$ cat src/rtl/i2c_arb_pkg.sv
// Shared constants for the i2c request arbiter: FSM state encoding, op codes and
// default timing values.
package i2c_arb_pkg;

    localparam logic [1:0] S_IDLE    = 2'd0;
    localparam logic [1:0] S_ISSUE   = 2'd1;
    localparam logic [1:0] S_RELEASE = 2'd2;
    localparam logic [1:0] S_GUARD   = 2'd3;

    localparam logic OP_RD = 1'b0;
    localparam logic OP_WR = 1'b1;

    localparam int DEF_TIMEOUT_CYC  = 65535;
    localparam int DEF_WR_GUARD_CYC = 30000;

endpackage

$ cat src/rtl/i2c_rr_pick.sv
// Combinational round-robin pick: first asserted request at or after ptr, wrapping
// NREQ-1 -> 0. Returns a one-hot grant and the granted index.
module i2c_rr_pick #(
    parameter int NREQ = 2,
    parameter int PW   = 1
) (
    input  logic [NREQ-1:0] req,
    input  logic [PW-1:0]   ptr,
    output logic            vld,
    output logic [NREQ-1:0] gnt,
    output logic [PW-1:0]   idx
);

    always_comb begin
        vld = 1'b0;
        idx = '0;
        for (int k = 0; k < NREQ; k++) begin
            if (!vld && req[(int'(ptr) + k) % NREQ]) begin
                vld = 1'b1;
                idx = PW'((int'(ptr) + k) % NREQ);
            end
        end
        gnt      = '0;
        gnt[idx] = vld;
    end

endmodule

$ cat src/rtl/i2c_req_arbiter.sv
// Round-robin sharing of one byte-level i2c master between NREQ clients, with op timeout.
// Optional post-write tWR blocking state enabled by defining I2C_WR_GUARD_EN.
module i2c_req_arbiter
    import i2c_arb_pkg::*;
#(
    parameter int NREQ         = 2,
    parameter int TIMEOUT_CYC  = DEF_TIMEOUT_CYC,
    parameter int WR_GUARD_CYC = DEF_WR_GUARD_CYC
) (
    input  logic              clk,
    input  logic              rst,
    input  logic [NREQ-1:0]   req,
    input  logic [NREQ-1:0]   req_we,
    input  logic [NREQ*8-1:0] req_addr,
    input  logic [NREQ*8-1:0] req_wdata,
    output logic [NREQ-1:0]   ack,
    output logic              err,
    output logic [7:0]        rdata,
    output logic              busy,
    output logic              m_write_op,
    output logic              m_read_op,
    output logic [7:0]        m_addr,
    output logic [7:0]        m_wdata,
    input  logic [7:0]        m_rdata,
    input  logic              m_op_done
);

    localparam int          PW      = $clog2(NREQ);
    localparam logic [15:0] TO_LAST = 16'(TIMEOUT_CYC - 1);

    if (NREQ < 2 || NREQ > 4) begin : g_chk_nreq
        $error("i2c_req_arbiter: NREQ must be 2..4");
    end
    if (TIMEOUT_CYC < 2 || TIMEOUT_CYC > 65535) begin : g_chk_to
        $error("i2c_req_arbiter: TIMEOUT_CYC must fit the 16-bit timer");
    end
    if (WR_GUARD_CYC < 1) begin : g_chk_guard
        $error("i2c_req_arbiter: WR_GUARD_CYC must be >= 1");
    end

    logic [1:0]      state, state_nx, guard_next;
    logic            guard_done;
    logic [15:0]     tmr;
    logic [PW-1:0]   rr_ptr, gidx;
    logic [NREQ-1:0] gnt_q;
    logic            op_we;
    logic            pick_vld;
    logic [NREQ-1:0] pick_gnt;
    logic [PW-1:0]   pick_idx;

    i2c_rr_pick #(.NREQ(NREQ), .PW(PW)) u_pick (
        .req (req),
        .ptr (rr_ptr),
        .vld (pick_vld),
        .gnt (pick_gnt),
        .idx (pick_idx)
    );

`ifdef I2C_WR_GUARD_EN
    localparam int GW = $clog2(WR_GUARD_CYC + 1);
    logic [GW-1:0] gcnt;

    assign guard_next = (op_we == OP_WR) ? S_GUARD : S_IDLE;
    assign guard_done = (gcnt == GW'(WR_GUARD_CYC - 1));

    always_ff @(posedge clk or posedge rst) begin
        if (rst)                  gcnt <= '0;
        else if (state != S_GUARD) gcnt <= '0;
        else                      gcnt <= gcnt + 1'b1;
    end
`else
    assign guard_next = S_IDLE;
    assign guard_done = 1'b0;
`endif

    always_ff @(posedge clk or posedge rst) begin
        if (rst) state <= S_IDLE;
        else     state <= state_nx;
    end

    always_comb begin
        state_nx = state;
        unique case (state)
            S_IDLE:    if (pick_vld) state_nx = S_ISSUE;
            S_ISSUE:   if (m_op_done || tmr == TO_LAST) state_nx = S_RELEASE;
            // Master must drop op_done before the next grant; a stuck op_done is abandoned.
            S_RELEASE: begin
                if (!m_op_done)          state_nx = guard_next;
                else if (tmr == TO_LAST) state_nx = S_IDLE;
            end
            S_GUARD:   if (guard_done) state_nx = S_IDLE;
            default:   state_nx = S_IDLE;
        endcase
    end

    always_comb begin
        busy       = (state != S_IDLE);
        m_write_op = !((state == S_ISSUE) && (op_we == OP_WR));
        m_read_op  = !((state == S_ISSUE) && (op_we == OP_RD));
    end

    // Timer restarts on every state change, so ISSUE and RELEASE each get a full window.
    always_ff @(posedge clk or posedge rst) begin
        if (rst)                                          tmr <= '0;
        else if (state_nx != state)                       tmr <= '0;
        else if (state == S_ISSUE || state == S_RELEASE)  tmr <= tmr + 1'b1;
    end

    always_ff @(posedge clk or posedge rst) begin
        if (rst) begin
            m_addr  <= '0;
            m_wdata <= '0;
            op_we   <= OP_RD;
            gidx    <= '0;
            gnt_q   <= '0;
            rr_ptr  <= '0;
            ack     <= '0;
            err     <= 1'b0;
            rdata   <= '0;
        end else begin
            ack <= '0;
            err <= 1'b0;
            unique case (state)
                S_IDLE: if (pick_vld) begin
                    gidx    <= pick_idx;
                    gnt_q   <= pick_gnt;
                    op_we   <= req_we[pick_idx];
                    m_addr  <= req_addr[8*pick_idx +: 8];
                    m_wdata <= req_wdata[8*pick_idx +: 8];
                end
                S_ISSUE: begin
                    if (m_op_done) begin
                        ack <= gnt_q;
                        if (op_we == OP_RD) rdata <= m_rdata;
                    end else if (tmr == TO_LAST) begin
                        ack <= gnt_q;
                        err <= 1'b1;
                    end
                end
                S_RELEASE: if (!m_op_done || tmr == TO_LAST)
                    rr_ptr <= (gidx == PW'(NREQ - 1)) ? '0 : gidx + 1'b1;
                default: ;
            endcase
        end
    end

endmodule

$ cat config.mk
export PLATFORM = sky130hd
export DESIGN_NAME = i2c_req_arbiter
export DESIGN_NICKNAME = d
export VERILOG_FILES = /design/src/rtl/i2c_arb_pkg.sv /design/src/rtl/i2c_rr_pick.sv /design/src/rtl/i2c_req_arbiter.sv
export SDC_FILE = /design/constraint.sdc
export NUM_CORES = 1
export LEC_CHECK = 0
export CORE_MARGIN = 5
export CORE_UTILIZATION = 25
export DETAILED_ROUTE_END_ITERATION = 16
export GPL_ROUTABILITY_DRIVEN = 0
export GPL_TIMING_DRIVEN = 0
export PLACE_DENSITY = 0.47
export SLEW_MARGIN = 10
export SYNTH_ARGS = -nofsm -noshare
export SYNTH_HDL_FRONTEND = slang
export SYNTH_SLANG_ARGS = --single-unit
$ cat constraint.sdc
create_clock -name clk -period 2.26 [get_ports clk]
set_input_delay 0.226 -clock clk [delete_from_list [all_inputs] [get_ports clk]]
set_output_delay 0.226 -clock clk [all_outputs]
set_load 0.01 [all_outputs]
==> implementation parameters <==
Parameter                              Value

Run status
  Run status ... completed

Power
  Power per cell area ... 1080 nW/um^2
  Maximum VDD drop ... 0.000366 V
  Static Leakage ... 1.52 nW

Final layout
  Commonest cells after routing, fill and taps aside ... clkdlybuf4s50_1, dfrtp_1, nand2_1
  Area added between synthesis and finish ... 43.9%
  Most common cell after layout, fill and taps aside ... clkdlybuf4s50_1
  Ratio of cells with drive above 1 in the final layout ... a little under an eighth
  Number of antenna cells inserted ... 0
  Final #Nets ... roughly 370
  Final core utilization ... a little over a third

STA
  Total count of hold-check failures in the final report ... 0
  TNS Setup ... 0 ps
  Transition time at the pin with the least slew margin ... 667 ps
  Clk_skew ... 14.0 ps
  Time the final worst path needs with I/O delays and setup ... 2100 ps
  Unrepaired setup endpoints after global routing ... false
  Final cycle utilization of the critical path ... between 90 and 100%
  Endpoints failing setup ... 0
  Final slew viol count ... 0
  Hold slack final ... ~210 ps
  FMAX ... 475 MHz
  Relative slew slack ... a little under three fifths

Setup path
  Critical path class ... flop to flop
  Critical Path RT ... 2460 ps
  Worst-path fanout max ... 10
  Critical path endpoint category ... flop
  Largest stage delay on the critical path ... 580 ps
  Sum of buffers and inverters on the critical path ... 2
  Critical path startpoint category ... flop
  Arrival time at the worst endpoint ... roughly 2300 ps
  Cell at the slowest stage of the critical path ... or4b_4
  Cell breakdown of the critical path ... buf_4 > ha_1 > or4b_4 > a21oi_2 > a211oi_2 > o211ai_4 > buf_6 > nor2_1
  Number of cells on the worst reg-to-reg path ... 8
  Delay-heaviest family, CP ... simple AND/OR/NAND/NOR gates
  Logic depth of the worst path, buffers included ... 8

Synth
  Flop and latch count out of synthesis ... 50
  Post-synth EDFFs ... 0
  Post-Syn Area ... approximately 2400 um^2
  Warning count from the yosys run ... 0
  Syn Area/Cell ... 10.4 um^2
  Proportion of register bits with asynchronous set or reset after synthesis ... 100%
  Primary flip-flop cell chosen by synthesis mapping ... dfrtp_1
  Post-synthesis net count ... 289
  Sequential share of the synthesized area ... roughly 51%
  Distinct cells, synth ... 40
  Area fraction of the dominant cell type after synthesis ... about half
  Largest area contributor in the synthesized netlist ... dfrtp_1
  Number of instances in the synthesized netlist ... 234
  Leading cell types by total area after synthesis ... dfrtp_1, mux2i_1, nand2_1, ha_1, nor2_1

Global route
  Wire length of the first global-routing pass ... approximately 9.5 mm
  Total routing usage reported by global routing ... 10.1%
  Via count of the first global-routing pass ... between 1500 and 2000
  Initial antenna violation count ... 0
  Global route overflow ... 0
  Maximum number of pins on one net before global-route repair ... 36

Floorplan
  Height of the die ... 109 um
  Die Footprint ... between 10000 and 15000 um^2
  Initial standard-cell utilization of the core ... around 25%
  Number of rows created at floorplan ... 36
  Boundary Pins ... 77
  Die extent in x ... approximately 110 um
  Core footprint ... between 9000 and 10000 um^2

CTS
  TritonCTS clock tree ... yes
  Clock H-tree levels ... 2
  Total clock sinks ... 50
  Number of buffers between clock root and the deepest sink ... 2
  Clock insertion delay at the later pin of the skew report ... 300 ps
  Buffer cell driving the clock tree root ... clkbuf_8
  Cts hold-fix bufs ... 0
  CTS buffer count ... 5
  Clock slew seen by the registers of the worst setup and hold paths ... 100 ps

Routing
  Number of vias in the routed layout ... between 1500 and 2000
  Number of design rule violations left after detail routing ... 0
  Initial DRC Count ... 38
  Drt via density ... 4.27
  Count of antenna-violating nets left after detailed routing ... 0
  Routed WL ... approximately 5.7 mm
  Routed WL per cell ... 12.6 um
  Pre-Repair DR Iteration Count ... 4

Min path
  Path type of the worst min-delay path ... input port to asynchronous set/reset pin

Placement
  Port buffer count ... 75
  Detail Placement HPWL ... 4.25 mm

Run
  Max cap viols ... 0
sequential cells by signal (all words and copies together), names as in the netlist, 2 cells and up:
signal / count
ack: 2
gnt_q: 2
m_addr: 8
m_wdata: 8
rdata: 8
state: 2
tmr: 16
what timing repair did:
| action | CTS | global route |
|---|---|---|
| endpoints found under the hold margin | 0 | 0 |
| resized for setup | 2 | 8 |
| pin swaps | 0 | 1 |
| buffers inserted | 2 | 0 |
| endpoints found under the setup margin | 10 | 11 |
where the power goes:
part	total [mW]	internal (mW)	leakage, nW	switching [mW]
Clock	0.520	0.219	0.0452	0.301
Sequential	1.37	1.20	0.636	0.165
Combinational	1.92	0.988	0.836	0.932
stage by stage:
stage	worst slack, ps	area, um^2	total power, mW	std cells
after global placement	-341	3360	3.26	442
after CTS	59.9	3480	3.85	453
after floorplan	159	2440	2.41	234
after global routing	7.31	3520	4.14	453
final	155	3520	3.81	453
after detailed placement	-82.9	3380	3.27	443
worst paths after layout:
kind / startpoint / endpoint / slack [ps]
setup / recovery: state[0]$_DFF_PP0_ / tmr[15]$_DFFE_PP0P_ / 160
hold / removal: rst / m_addr[6]$_DFFE_PP0P_ / 210
setup reg to reg: state[0]$_DFF_PP0_ / tmr[15]$_DFFE_PP0P_ / 160
hold reg to reg: gidx$_DFFE_PP0P_ / rr_ptr$_DFFE_PP0P_ / 460
max in group asynchronous: rst / state[0]$_DFF_PP0_ / 1540
min in group clk: m_op_done / err$_DFF_PP0_ / 380
layout make-up:
class | count | area (um^2)
Buffer | 10 | 50.0
Clock buffer | 6 | 72.6
Clock inverter | 2 | 13.8
Fill cell | 1013 | 6120
Inverter | 11 | 41.3
Multi-Input combinational cell | 163 | 1130
Sequential cell | 50 | 1250
Tap cell | 133 | 166
Timing Repair Buffer | 78 | 786
per-layer routing:
| layer | wire length (um) | track usage [%] | up-vias |
|---|---|---|---|
| met5 | 0 | 0 | - |
| met4 | 90 | 3.79 | 0 |
| met3 | 367 | 3.32 | 6 |
| met2 | 2600 | 15.5 | 55 |
| met1 | 2650 | 13.1 | 908 |
| li1 | - | - | 967 |
worst reg2reg max path: stages, from the launching register on:
cell and delay [ps]:
dfrtp_2 430, buf_4 150, ha_1 240, or4b_4 580, a21oi_2 140, a211oi_2 70
o211ai_4 140, buf_6 200, nor2_1 50
cell usage after synthesis (2+ instances only):
cell	instances
a211oi_1	2
inv_1	11
nand2b_1	3
a21oi_1	3
xor2_1	8
xnor2_1	7
dfrtp_1	50
clkbuf_1	5
ha_1	8
mux2_2	8
nor2_1	26
buf_2	3
o21ai_0	19
nor4_1	2
nand4_1	5
nand2_1	28
nor3_1	2
nand3_1	3
mux2i_1	18
a21o_1	2
a31oi_1	2
kinds of logic after synthesis:
| group | after synthesis | share of synthesized area, % |
|---|---|---|
| XOR/XNOR | 15 | 5.38 |
| multiplexers | 26 | 11.1 |
| AO/OA/AOI/OAI | 35 | 8.96 |
| flip-flops | 50 | 51.2 |
| buffers and inverters | 21 | 3.74 |
| AND/OR/NAND/NOR | 79 | 15.6 |
| adder cells (fa/ha/maj) | 8 | 4.10 |
(Power assumes the default switching activity.)
